**src/rtl/car_state_uart_tx_pkg.sv**
```systemverilog
// Shared frame layout for the car-state UART link: constants, FSM encoding and
// the byte-packing function used by both the transmitter and the peer's unpacker.
package car_state_uart_tx_pkg;

    localparam logic [7:0] SYNC_BYTE_DEFAULT = 8'hA5;
    localparam int         FRAME_BYTES       = 8;
    localparam logic [2:0] CSUM_IDX          = 3'd7;

    typedef enum logic [2:0] {
        ST_IDLE,
        ST_LOAD,
        ST_SEND,
        ST_WAIT_BYTE,
        ST_DONE
    } state_t;

    typedef logic [FRAME_BYTES-1:0][7:0] frame_t;

    // The checksum covers B1..B6 only; the sync byte stays out of it.
    function automatic frame_t pack_frame(
        input logic [7:0] sync,
        input logic [9:0] f_x,
        input logic [9:0] f_y,
        input logic [9:0] r_x,
        input logic [9:0] r_y,
        input logic [3:0] angle_idx,
        input logic [1:0] flag,
        input logic [1:0] seq
    );
        frame_t f;
        f[0] = sync;
        f[1] = f_x[9:2];
        f[2] = {f_x[1:0], f_y[9:4]};
        f[3] = {f_y[3:0], r_x[9:6]};
        f[4] = {r_x[5:0], r_y[9:8]};
        f[5] = r_y[7:0];
        f[6] = {angle_idx, flag, seq};
        f[7] = f[1] ^ f[2] ^ f[3] ^ f[4] ^ f[5] ^ f[6];
        return f;
    endfunction

endpackage

```
**src/rtl/car_state_uart_tx_uart_byte_tx.sv**
```systemverilog
// 8N1 byte serialiser. A new start is taken during the last stop-bit clock so
// consecutive bytes leave the line with no idle gap.
module uart_byte_tx #(
    parameter int BIT_DIV = 868
) (
    input  logic       clk,
    input  logic       rst,
    input  logic       i_start,
    input  logic [7:0] i_data,
    output logic       o_tx,
    output logic       o_busy,
    output logic       o_done
);
    localparam int             CW       = (BIT_DIV > 2) ? $clog2(BIT_DIV) : 1;
    localparam logic [CW-1:0]  CNT_LAST = CW'(BIT_DIV - 1);
    localparam logic [CW-1:0]  CNT_PRE  = CW'(BIT_DIV - 2);

    logic [CW-1:0] r_cnt;
    logic [3:0]    r_bit;
    logic [8:0]    r_shift;
    logic          r_tx;
    logic          r_busy;
    logic          w_last;

    assign w_last = r_busy && (r_bit == 4'd9) && (r_cnt == CNT_LAST);
    // done leads the end of the stop bit by one clock so the caller can
    // present the next byte exactly on the bit boundary.
    assign o_done = r_busy && (r_bit == 4'd9) && (r_cnt == CNT_PRE);
    assign o_tx   = r_tx;
    assign o_busy = r_busy;

    always_ff @(posedge clk) begin
        if (rst) begin
            r_cnt   <= '0;
            r_bit   <= '0;
            r_shift <= '0;
            r_tx    <= 1'b1;
            r_busy  <= 1'b0;
        end else if (i_start && (!r_busy || w_last)) begin
            r_shift <= {1'b1, i_data};
            r_tx    <= 1'b0;
            r_busy  <= 1'b1;
            r_cnt   <= '0;
            r_bit   <= '0;
        end else if (r_busy) begin
            if (r_cnt == CNT_LAST) begin
                r_cnt <= '0;
                if (r_bit == 4'd9) begin
                    r_busy <= 1'b0;
                    r_tx   <= 1'b1;
                end else begin
                    r_bit   <= r_bit + 4'd1;
                    r_tx    <= r_shift[0];
                    r_shift <= {1'b0, r_shift[8:1]};
                end
            end else begin
                r_cnt <= r_cnt + 1'b1;
            end
        end
    end

endmodule

```
**src/rtl/car_state_uart_tx.sv**
```systemverilog
// Frame sequencer: latches one car snapshot per accepted tick request and
// streams it as an 8-byte sync/payload/checksum frame over UART.
module car_state_uart_tx
    import car_state_uart_tx_pkg::*;
#(
    parameter int         CLK_FREQ  = 100_000_000,
    parameter int         BAUD      = 115200,
    parameter logic [7:0] SYNC_BYTE = SYNC_BYTE_DEFAULT
) (
    input  logic       clk,
    input  logic       rst,
    input  logic       frame_req,
    input  logic       send_en,
    input  logic [9:0] my_f_x,
    input  logic [9:0] my_f_y,
    input  logic [9:0] my_r_x,
    input  logic [9:0] my_r_y,
    input  logic [3:0] angle_idx,
    input  logic [1:0] flag,
    output logic       tx,
    output logic       busy,
    output logic       frame_sent,
    output logic [1:0] seq
);
    localparam int BIT_DIV_RAW = CLK_FREQ / BAUD;
    localparam int BIT_DIV     = (BIT_DIV_RAW < 2) ? 2 : BIT_DIV_RAW;

    state_t     r_state;
    frame_t     r_buf;
    logic [9:0] r_f_x, r_f_y, r_r_x, r_r_y;
    logic [3:0] r_angle;
    logic [1:0] r_flag, r_snap_seq, r_seq;
    logic [2:0] r_idx;
    logic       r_busy, r_frame_sent;
    logic       w_start, w_done, w_ser_busy;
    logic [7:0] w_byte;

    assign w_start    = (r_state == ST_SEND);
    assign w_byte     = r_buf[r_idx];
    assign busy       = r_busy;
    assign frame_sent = r_frame_sent;
    assign seq        = r_seq;

    uart_byte_tx #(.BIT_DIV(BIT_DIV)) u_byte_tx (
        .clk     (clk),
        .rst     (rst),
        .i_start (w_start),
        .i_data  (w_byte),
        .o_tx    (tx),
        .o_busy  (w_ser_busy),
        .o_done  (w_done)
    );

    always_ff @(posedge clk) begin
        if (rst) begin
            r_state      <= ST_IDLE;
            r_buf        <= '0;
            r_f_x        <= '0;
            r_f_y        <= '0;
            r_r_x        <= '0;
            r_r_y        <= '0;
            r_angle      <= '0;
            r_flag       <= '0;
            r_snap_seq   <= '0;
            r_seq        <= '0;
            r_idx        <= '0;
            r_busy       <= 1'b0;
            r_frame_sent <= 1'b0;
        end else begin
            r_frame_sent <= 1'b0;
            case (r_state)
                ST_IDLE: begin
                    if (frame_req && send_en && !w_ser_busy) begin
                        r_f_x      <= my_f_x;
                        r_f_y      <= my_f_y;
                        r_r_x      <= my_r_x;
                        r_r_y      <= my_r_y;
                        r_angle    <= angle_idx;
                        r_flag     <= flag;
                        r_snap_seq <= r_seq;
                        r_busy     <= 1'b1;
                        r_state    <= ST_LOAD;
                    end
                end
                ST_LOAD: begin
                    r_buf   <= pack_frame(SYNC_BYTE, r_f_x, r_f_y, r_r_x, r_r_y,
                                          r_angle, r_flag, r_snap_seq);
                    r_idx   <= '0;
                    r_state <= ST_SEND;
                end
                ST_SEND: r_state <= ST_WAIT_BYTE;
                ST_WAIT_BYTE: begin
                    if (w_done) begin
                        if (r_idx == CSUM_IDX) begin
                            r_state <= ST_DONE;
                        end else begin
                            r_idx   <= r_idx + 3'd1;
                            r_state <= ST_SEND;
                        end
                    end
                end
                ST_DONE: begin
                    r_frame_sent <= 1'b1;
                    r_seq        <= r_seq + 2'd1;
                    r_busy       <= 1'b0;
                    r_state      <= ST_IDLE;
                end
                default: r_state <= ST_IDLE;
            endcase
        end
    end

endmodule

```
**config.mk**
```make
export PLATFORM = sky130hd
export DESIGN_NAME = car_state_uart_tx
export DESIGN_NICKNAME = d
export VERILOG_FILES = /design/src/rtl/car_state_uart_tx_pkg.sv /design/src/rtl/car_state_uart_tx_uart_byte_tx.sv /design/src/rtl/car_state_uart_tx.sv
export SDC_FILE = /design/constraint.sdc
export NUM_CORES = 1
export LEC_CHECK = 0
export BUFFER_PORTS_ARGS = -buffer_cell sky130_fd_sc_hd__buf_2
export CAP_MARGIN = 5
export CORE_MARGIN = 2
export CORE_UTILIZATION = 45
export CTS_BUF_LIST = sky130_fd_sc_hd__clkbuf_4
export CTS_CLUSTER_SIZE = 14
export DETAILED_ROUTE_END_ITERATION = 10
export GPL_ROUTABILITY_DRIVEN = 0
export PLACE_DENSITY = 0.76
export SLEW_MARGIN = 20
export SYNTH_ARGS = -nofsm -noshare
export SYNTH_HDL_FRONTEND = slang
export SYNTH_SLANG_ARGS = --single-unit
```
**constraint.sdc**
```tcl
create_clock -name clk -period 1.79 [get_ports clk]
set_input_delay 0.0895 -clock clk [delete_from_list [all_inputs] [get_ports clk]]
set_output_delay 0.0895 -clock clk [all_outputs]
set_load 0.01 [all_outputs]
```
==> results.md, run 1 <==
- Initial antenna violation count: 0
- Final worst path period share: 103.7%
- Port Buf Inserts: 54
- Run status: finished, violations left
- Violated checks: setup timing
- Pin count of the biggest net entering global routing: 66
- Reg-to-reg endpoint: u_byte_tx.r_shift[7]
- Final Instance Count excl. Fillers: 1,035
- Sinks on Clock Net: 140
- Ys flop type: sky130_fd_sc_hd__dfxtp_1
- Data arrival, critical path: ~2.3 ns
- Post-layout worst setup margin: -0.06565 ns
- Crit path max fanout: 4
- CP Capture Point: u_byte_tx.r_shift[7]
- Layout Cell Area excl Fill: 7637 sq um
- DR DRC count: 0
- Crit path depth: 6
- Register bit count reported by yosys: 140
- Core Util, Final: 57.90%
- Total wire length: 14,930 um
- DRT iter0 DRCs: 403
- Total grt overflow: 0
- Number of placement rows: 42
- Routed length per placed instance: 14.42 um
- CTS tree: built
- Peak per-stage delay on the critical path: 0.56 ns
- Count of fill cells added during filler insertion: ~1,100
- Required arrival time at the worst endpoint: 2.26 ns
- Critical path cell sequence: or4_4, buf_6, nor4_4, buf_4, mux2i_1, o21ai_1
- Worst-Skew Late Latency: 0.59 ns
- VDD IR max: 0.6259 mV
- Die outline height: 119.8 um
- Global-route wire length before repair: 24,450 um
- Reg-to-Reg Start: u_byte_tx.r_cnt[3]
- Unrepaired setup endpoints after global routing: true
- Placed Instance Area: 6708 sq um
- Library cell used as clock root buffer: sky130_fd_sc_hd__clkbuf_4
- Total via count in the routed design: around 5,300
- Netlist area before placement: 6037 sq um
- Max stage delay cell, worst path: sky130_fd_sc_hd__or4_4
- Number of nets at the end of the flow: 901
- Die Width: between 100 and 150 um
- Worst-path clk slew: 0.14 ns
- Total power of the final layout: 6.629 mW
- DIE AREA: 14,360 sq um
- Num CTS Buffers: 17
- Total area of multi-input combinational cells: 3067 sq um
- HPWL after DPL: 9321 um
- Syn avg cell area: 8.293 sq um
- # Max-Cap Violations: 0
- Proportion of synthesized chip area in sequential cells: 46.42%
- CP bufs+invs: 2
- Yosys Warn Count: 0
- Number of cells on the worst reg-to-reg path: 6
- Hold/Removal Path Class: in -> reg
- Mapped Cells: roughly 730
- Startpoint types: flip-flop
- Async set or reset register ratio after synthesis: 0%
- Power density normalized to cell area: roughly 870 nW/um^2
- GRT Overall Usage: between 20% and 30%
- # placed instances: 947
- Fin. Hold Viols: 0
- Fraction of layout instances using a drive strength above 1: 18.88%
- Post-synthesis net count: 784
- Critical Path End Type: flip-flop
- Count of pins over their slew limit: 0
- DR pass1 iterations: 5
- Worst hold margin: between 0.07 and 0.08 ns
- Number of enable-type register cells in the synthesized netlist: 0
- Count of H-tree levels built during CTS: 4
- Type of the worst setup path: reg -> reg
- Post-Route Skew: 0.02684 ns
- Number of buffers between clock root and the deepest sink: 2
- Growth of design area from synthesis to finish: 26.51%
- Vias per Instance: 5.156
- Number of distinct standard cells referenced by the synthesized netlist: between 40 and 50
- Worst Max-Slew Pin Slew: 0.3297 ns
- Residual antenna-violating net count after detailed routing: 0
- Worst slew margin relative to its limit: 77.83%
- Worst Setup SP: u_byte_tx.r_cnt[3]
- Initial core utilization: ~46%
- Area of the core region: between 10,000 and 15,000 sq um
- Number of global-route vias before repair: a little over 5,000
- Area of all sequential standard cells: 2811 sq um
- Count of endpoints failing setup in the final report: 3
- Cell leakage power: 2.669 nW
- Maximum clock frequency: 0.5389 GHz
- Min cycle time layout: ~1.9 ns
- Reg2reg setup slack: -0.07 ns
- Io pins: 55
- Family with the most delay on the worst path: simple AND/OR/NAND/NOR gates
cells by family (layout without fill, tap and decap cells):
family / after synthesis / after routing / synth area share [%]
AO/OA/AOI/OAI: 155 / 155 / 14.32
multiplexers: 23 / 23 / 5.720
flip-flops: 140 / 140 / 46.42
buffers and inverters: 54 / 184 / 3.627
other: 0 / 1 / 0
XOR/XNOR: 54 / 54 / 7.834
AND/OR/NAND/NOR: 296 / 296 / 20.83
adder cells (fa/ha/maj): 6 / 6 / 1.243
worst register-to-register path, delay by kind of cell, from the launching register on:
family | cells | cell delay [ns]
DFF | 1 | 0.34
and+or+nand+nor | 2 | 0.81
AOI/OAI and AO/OA | 1 | 0.07
buffers and inverters | 2 | 0.34
muxes | 1 | 0.18
power breakdown:
part,internal [mW],switching (mW),total (mW)
Clock,1.02,1.31,2.33
Combinational,0.434,0.498,0.932
Sequential,3.25,0.117,3.37
timing repair:
item / 4_1_cts / 5_1_grt
hold buffers: 51 / 0
resized for setup: 7 / 8
endpoints found under the setup margin: 7 / 15
setup buffers: 0 / 4
endpoints found under the hold margin: 68 / 0
pin swaps: 6 / 4
cells in the mapped netlist, types with 3 or more instances:
master / n / area (sq um)
sky130_fd_sc_hd__clkbuf_1: 32 / 120.1
sky130_fd_sc_hd__mux4_2: 9 / 202.7
sky130_fd_sc_hd__xor2_1: 8 / 70.07
sky130_fd_sc_hd__nor2_1: 35 / 131.4
sky130_fd_sc_hd__dfxtp_1: 140 / 2803
sky130_fd_sc_hd__nor4_1: 4 / 25.02
sky130_fd_sc_hd__xnor2_1: 46 / 402.9
sky130_fd_sc_hd__or3_1: 3 / 18.77
sky130_fd_sc_hd__a22oi_1: 5 / 37.54
sky130_fd_sc_hd__buf_2: 13 / 65.06
sky130_fd_sc_hd__nor3_1: 6 / 30.03
sky130_fd_sc_hd__a211oi_1: 15 / 112.6
sky130_fd_sc_hd__nand3_1: 7 / 35.03
sky130_fd_sc_hd__nand4_1: 6 / 37.54
sky130_fd_sc_hd__o211ai_1: 3 / 22.52
sky130_fd_sc_hd__ha_1: 6 / 75.07
sky130_fd_sc_hd__o21a_1: 3 / 22.52
sky130_fd_sc_hd__mux2i_1: 12 / 120.1
sky130_fd_sc_hd__nand2b_1: 5 / 31.28
sky130_fd_sc_hd__a31oi_1: 4 / 25.02
sky130_fd_sc_hd__o21ai_0: 7 / 35.03
sky130_fd_sc_hd__nand2_1: 211 / 792.0
sky130_fd_sc_hd__a21oi_1: 112 / 560.5
sky130_fd_sc_hd__buf_1: 5 / 18.77
sky130_fd_sc_hd__inv_1: 4 / 15.01
routing by layer:
layer  vias up  wire [um]  GRT usage, %
met4         0        487         9.632
met1      2483       6404         25.58
met5         -          0             0
met3        37        561         4.895
li1       2688          -             -
met2       128       7476         37.29
cell usage in the layout (no fill, tap or decap), drive strengths merged, types with 6 or more instances in the layout:
cell,count
inv,13
xor2,8
nor2,37
mux2i,12
nand2,211
o21ai,8
nor3,6
buf,98
ha,6
a21oi,112
nand4,6
dlygate4sd3,50
dfxtp,140
nand3,7
xnor2,46
clkbuf,17
a211oi,15
mux4,9
registers in the layout, indices dropped and copies added (netlist names):
| signal | cells |
|---|---|
| r_flag | 2 |
| u_byte_tx.r_shift | 9 |
| seq | 2 |
| u_byte_tx.o_tx | 1 |
| busy | 1 |
| r_state | 3 |
| r_snap_seq | 2 |
| r_angle | 4 |
| r_idx | 3 |
| u_byte_tx.r_cnt | 10 |
| frame_sent | 1 |
| r_r_y | 10 |
| u_byte_tx.r_bit | 4 |
| r_f_y | 10 |
| r_f_x | 10 |
| r_buf | 57 |
| r_r_x | 10 |
| u_byte_tx.o_busy | 1 |
how the worst min path moves through the flow:
stage                       startpoint          to  slack [ns]  cells after the start
after floorplan           angle_idx[0]  r_angle[0]        0.23                      2
after global placement       my_r_y[2]    r_r_y[2]        0.33                      3
after detailed placement     my_f_y[6]    r_f_y[6]        0.34                      3
after CTS                      send_en        busy       0.002                      5
after global routing           send_en        busy        0.11                      6
final                          send_en        busy        0.08                      6
area by class of cell:
cell class                 instances  area share, %
antenna                            1        0.03277
clock buffer                      17          1.671
clock inverter                    15          2.605
inverter                           4         0.1966
multi-input combinational        534          40.15
sequential                       140          36.81
tap                              176          2.883
timing repair buffer             148          15.65
stage by stage:
stage               TNS, ns  worst slack (ns)
global placement    -0.1065          -0.03970
CTS                 -0.1147          -0.04165
floorplan                 0           0.01732
detailed placement  -0.1954          -0.08234
finish              -0.1532          -0.06565
global route        -0.3817           -0.1271
Power figures use the tool's default switching activity.
==> run 2, diff against run 1 <==
Settings changed: MAX_ROUTING_LAYER from default to met4, PLACE_DENSITY 0.76 to 0.75, SKIP_CTS_REPAIR_TIMING from default to 1, SYNTH_HIERARCHICAL from default to 1.
==> results.md, run 2 <==
- Commonest cells after routing, fill and taps aside: sky130_fd_sc_hd__dfxtp_1, sky130_fd_sc_hd__nand2_1, sky130_fd_sc_hd__a21oi_1, sky130_fd_sc_hd__nand3_1, sky130_fd_sc_hd__buf_2
- Post-synthesis net count: 793 (+1.1%)
- DR DRC count: 0 (unchanged)
- DR pass1 iterations: 5 (unchanged)
- Max stage delay cell, worst path: sky130_fd_sc_hd__dfxtp_2
- Most repeated cell in the gate-level netlist after synthesis: sky130_fd_sc_hd__dfxtp_1
- Cell types with the highest counts after synthesis: sky130_fd_sc_hd__dfxtp_1, sky130_fd_sc_hd__nand2_1, sky130_fd_sc_hd__a21oi_1
- Final worst path period share: 99.33% (-4.3 points)
- HPWL after DPL: 10,560 um (+13%)
- Reg2reg setup slack: 0.01 ns (+0.08 ns)
- Number of placement rows: 44 (+4.8%)
- DRT iter0 DRCs: 460 (+14%)
- Worst Max-Slew Pin Slew: 0.5040 ns (+0.1743 ns)
- Most common cell after layout, fill and taps aside: sky130_fd_sc_hd__dfxtp_1
- Number of nets at the end of the flow: 897 (-0.44%)
- Number of global-route vias before repair: 5,142 (-0.27%)
- Proportion of synthesized chip area in sequential cells: 42.94% (-3.5 points)
- CP bufs+invs: 2 (unchanged)
- Number of buffers between clock root and the deepest sink: 2 (unchanged)
- Die outline height: 124.4 um (+3.9%)
- VDD IR max: 0.5392 mV (-14%)
- Residual antenna-violating net count after detailed routing: 0 (unchanged)
- Yosys Warn Count: 6 (+6)
- # Max-Cap Violations: 0 (unchanged)
- GRT Overall Usage: 21.07% (-0.52 points)
- Ys flop type: sky130_fd_sc_hd__dfxtp_1
- Growth of design area from synthesis to finish: 23.85%
- Vias per Instance: 5.635 (+9.3%)
- DIE AREA: 15,490 sq um (+7.9%)
- Global-route wire length before repair: 25,790 um (+5.5%)
- Power density normalized to cell area: 827.8 nW/um^2 (-4.6%)
- Netlist area before placement: 6528 sq um (+8.1%)
- Initial core utilization: 45.43% (-0.34 points)
- Port Buf Inserts: 54 (unchanged)
- Async set or reset register ratio after synthesis: 0% (unchanged)
- Fin. Hold Viols: 0 (unchanged)
- Run status: complete, no violations
- Fraction of layout instances using a drive strength above 1: 22.04% (+3.2 points)
- Sinks on Clock Net: 140 (unchanged)
- Num CTS Buffers: 17 (unchanged)
- Hold/Removal Path Class: in -> reg
- Type of the worst setup path: reg -> reg
- Routed length per placed instance: 16.69 um (+16%)
- Post-Route Skew: 0.01548 ns (-0.01136 ns)
- Maximum clock frequency: 0.5624 GHz (+4.4%)
- Required arrival time at the worst endpoint: 2.21 ns (-0.05 ns)
- Placed Instance Area: 7186 sq um (+7.1%)
- Cell leakage power: 2.965 nW (+11%)
- Unrepaired setup endpoints after global routing: true
- Library cell occupying the most area in the post-synthesis netlist: sky130_fd_sc_hd__dfxtp_1
- Area of the core region: 14,370 sq um (+8.9%)
- CTS tree: built
- Worst-Skew Late Latency: 0.56 ns (-0.03 ns)
- Pin count of the biggest net entering global routing: 103 (+56%)
- Data arrival, critical path: 2.20 ns (-0.12 ns)
- Layout Cell Area excl Fill: 8084 sq um (+5.8%)
- Count of endpoints failing setup in the final report: 0 (-3)
- Final Instance Count excl. Fillers: 1,037 (+0.19%)
- Mapped Cells: 737 (+1.2%)
- Synth area leaders: sky130_fd_sc_hd__dfxtp_1, sky130_fd_sc_hd__a21oi_1, sky130_fd_sc_hd__nand2_1
- # placed instances: 956 (+0.95%)
- Family with the most delay on the worst path: simple AND/OR/NAND/NOR gates
- Crit path max fanout: 4 (unchanged)
- Register with the most flip-flops: r_buf
- Min cycle time layout: 1.778 ns (-0.07758 ns)
- Max FFs per register: 57 (unchanged)
- ANT cells: 0 (-1)
- Startpoint types: flip-flop
- Worst slew margin relative to its limit: 66.40% (-11 points)
- Library cell used as clock root buffer: sky130_fd_sc_hd__clkbuf_4
- Syn avg cell area: 8.857 sq um (+6.8%)
- Count of pins over their slew limit: 0 (unchanged)
- Die Width: 124.4 um (+3.9%)
- Number of enable-type register cells in the synthesized netlist: 0 (unchanged)
- Total via count in the routed design: 5,843 (+9.5%)
- Initial antenna violation count: 0 (unchanged)
- Critical Path End Type: flip-flop
- Number of distinct standard cells referenced by the synthesized netlist: 54 (+20%)
- Total grt overflow: 0 (unchanged)
- Total wire length: 17,300 um (+16%)
- Worst-path clk slew: 0.12 ns (-0.02 ns)
- Critical path cell sequence: buf_6, ha_4, nand2_4, nor4_4, nand4b_1, buf_4, o211ai_1, a21oi_2
- Count of H-tree levels built during CTS: 4 (unchanged)
- Area share of the largest cell type after synthesis: 42.94% (-3.5 points)
- Peak per-stage delay on the critical path: 0.36 ns (-0.20 ns)
- Io pins: 55 (unchanged)
- Register bit count reported by yosys: 140 (unchanged)
==> run 2: cell types whose count changed in the layout (fill, tap and decap cells not counted), moves of 6 or more <==
| cell | change |
|---|---|
| sky130_fd_sc_hd__xnor2_1 | -23 |
| sky130_fd_sc_hd__a211oi_1 | -6 |
| sky130_fd_sc_hd__nand2_1 | -94 |
| sky130_fd_sc_hd__inv_6 | -6 |
| sky130_fd_sc_hd__mux2_2 | +6 |
| sky130_fd_sc_hd__nand3_1 | +50 |
| sky130_fd_sc_hd__a211oi_2 | +8 |
| sky130_fd_sc_hd__o21ai_0 | +42 |
| sky130_fd_sc_hd__xnor3_1 | +8 |
| sky130_fd_sc_hd__nor2_1 | -8 |
| sky130_fd_sc_hd__and2_1 | +10 |
| sky130_fd_sc_hd__mux2i_1 | -8 |
==> run 2: path summary, 6_finish.rpt <==
check        cells past startpoint   endpoint          startpoint
max                              8   r_idx[0]  u_byte_tx/r_cnt[1]
min                              5   r_r_y[1]           frame_req
max reg2reg                      8   r_idx[0]  u_byte_tx/r_cnt[1]
min reg2reg                      2  r_buf[30]           r_buf[30]
==> run 2: tightest hold or removal path, delay by kind of cell <==
family	cells	cell delay, ns
AND/OR/NAND/NOR	2	0.31
buffers and inverters	2	0.29
AO/OA/AOI/OAI	1	0.05
==> run 2: where the power goes <==
part           internal (mW)  switching [mW]
registers               3.27           0.131
clock network          0.839            1.15
logic                  0.583           0.721
total                   4.69            2.00
==> run 2: layout make-up <==
class                   instances  area (sq um)
fillers                      1224          6285
clock buffers                  19         142.6
flip-flops and latches        140          2814
clock inverters                12         125.1
well taps                     184         230.2
repair buffers                148          1224
inverters                       7         26.28
multi-input cells             527          3522
==> run 2: cells by family (layout without fill, tap and decap cells) <==
family,Yosys count,in the layout,share of synthesized area (%)
fa+ha+maj,6,6,1.150
buf+inv,70,186,5.195
simple gates,247,247,18.36
mux,24,24,6.134
flops,140,140,42.94
xor+xnor,42,42,7.322
compound gates,208,208,18.90
==> run 2: stage by stage <==
stage               power [mW]  hold WS (ns)  setup TNS [ns]  util, %  setup slack, ns
floorplan                4.268        0.1839               0        -         0.007235
global placement         4.600        0.3436               0    50.01          0.03301
finish                   6.692        0.2237               0    56.26          0.01193
CTS                      6.564       -0.2619         -0.2550    51.87          -0.1051
detailed placement       4.623        0.3488         -0.1062    50.01         -0.05615
global route             6.959        0.2200         -0.2167    56.26         -0.04241
==> run 2: layer usage <==
metal	vias to the layer above	track usage, %	wire [um]
met3	45	3.866	853
met4	0	7.403	484
met2	177	32.40	8552
met1	2817	28.01	7413
li1	2804	-	-
met5	-	-	0
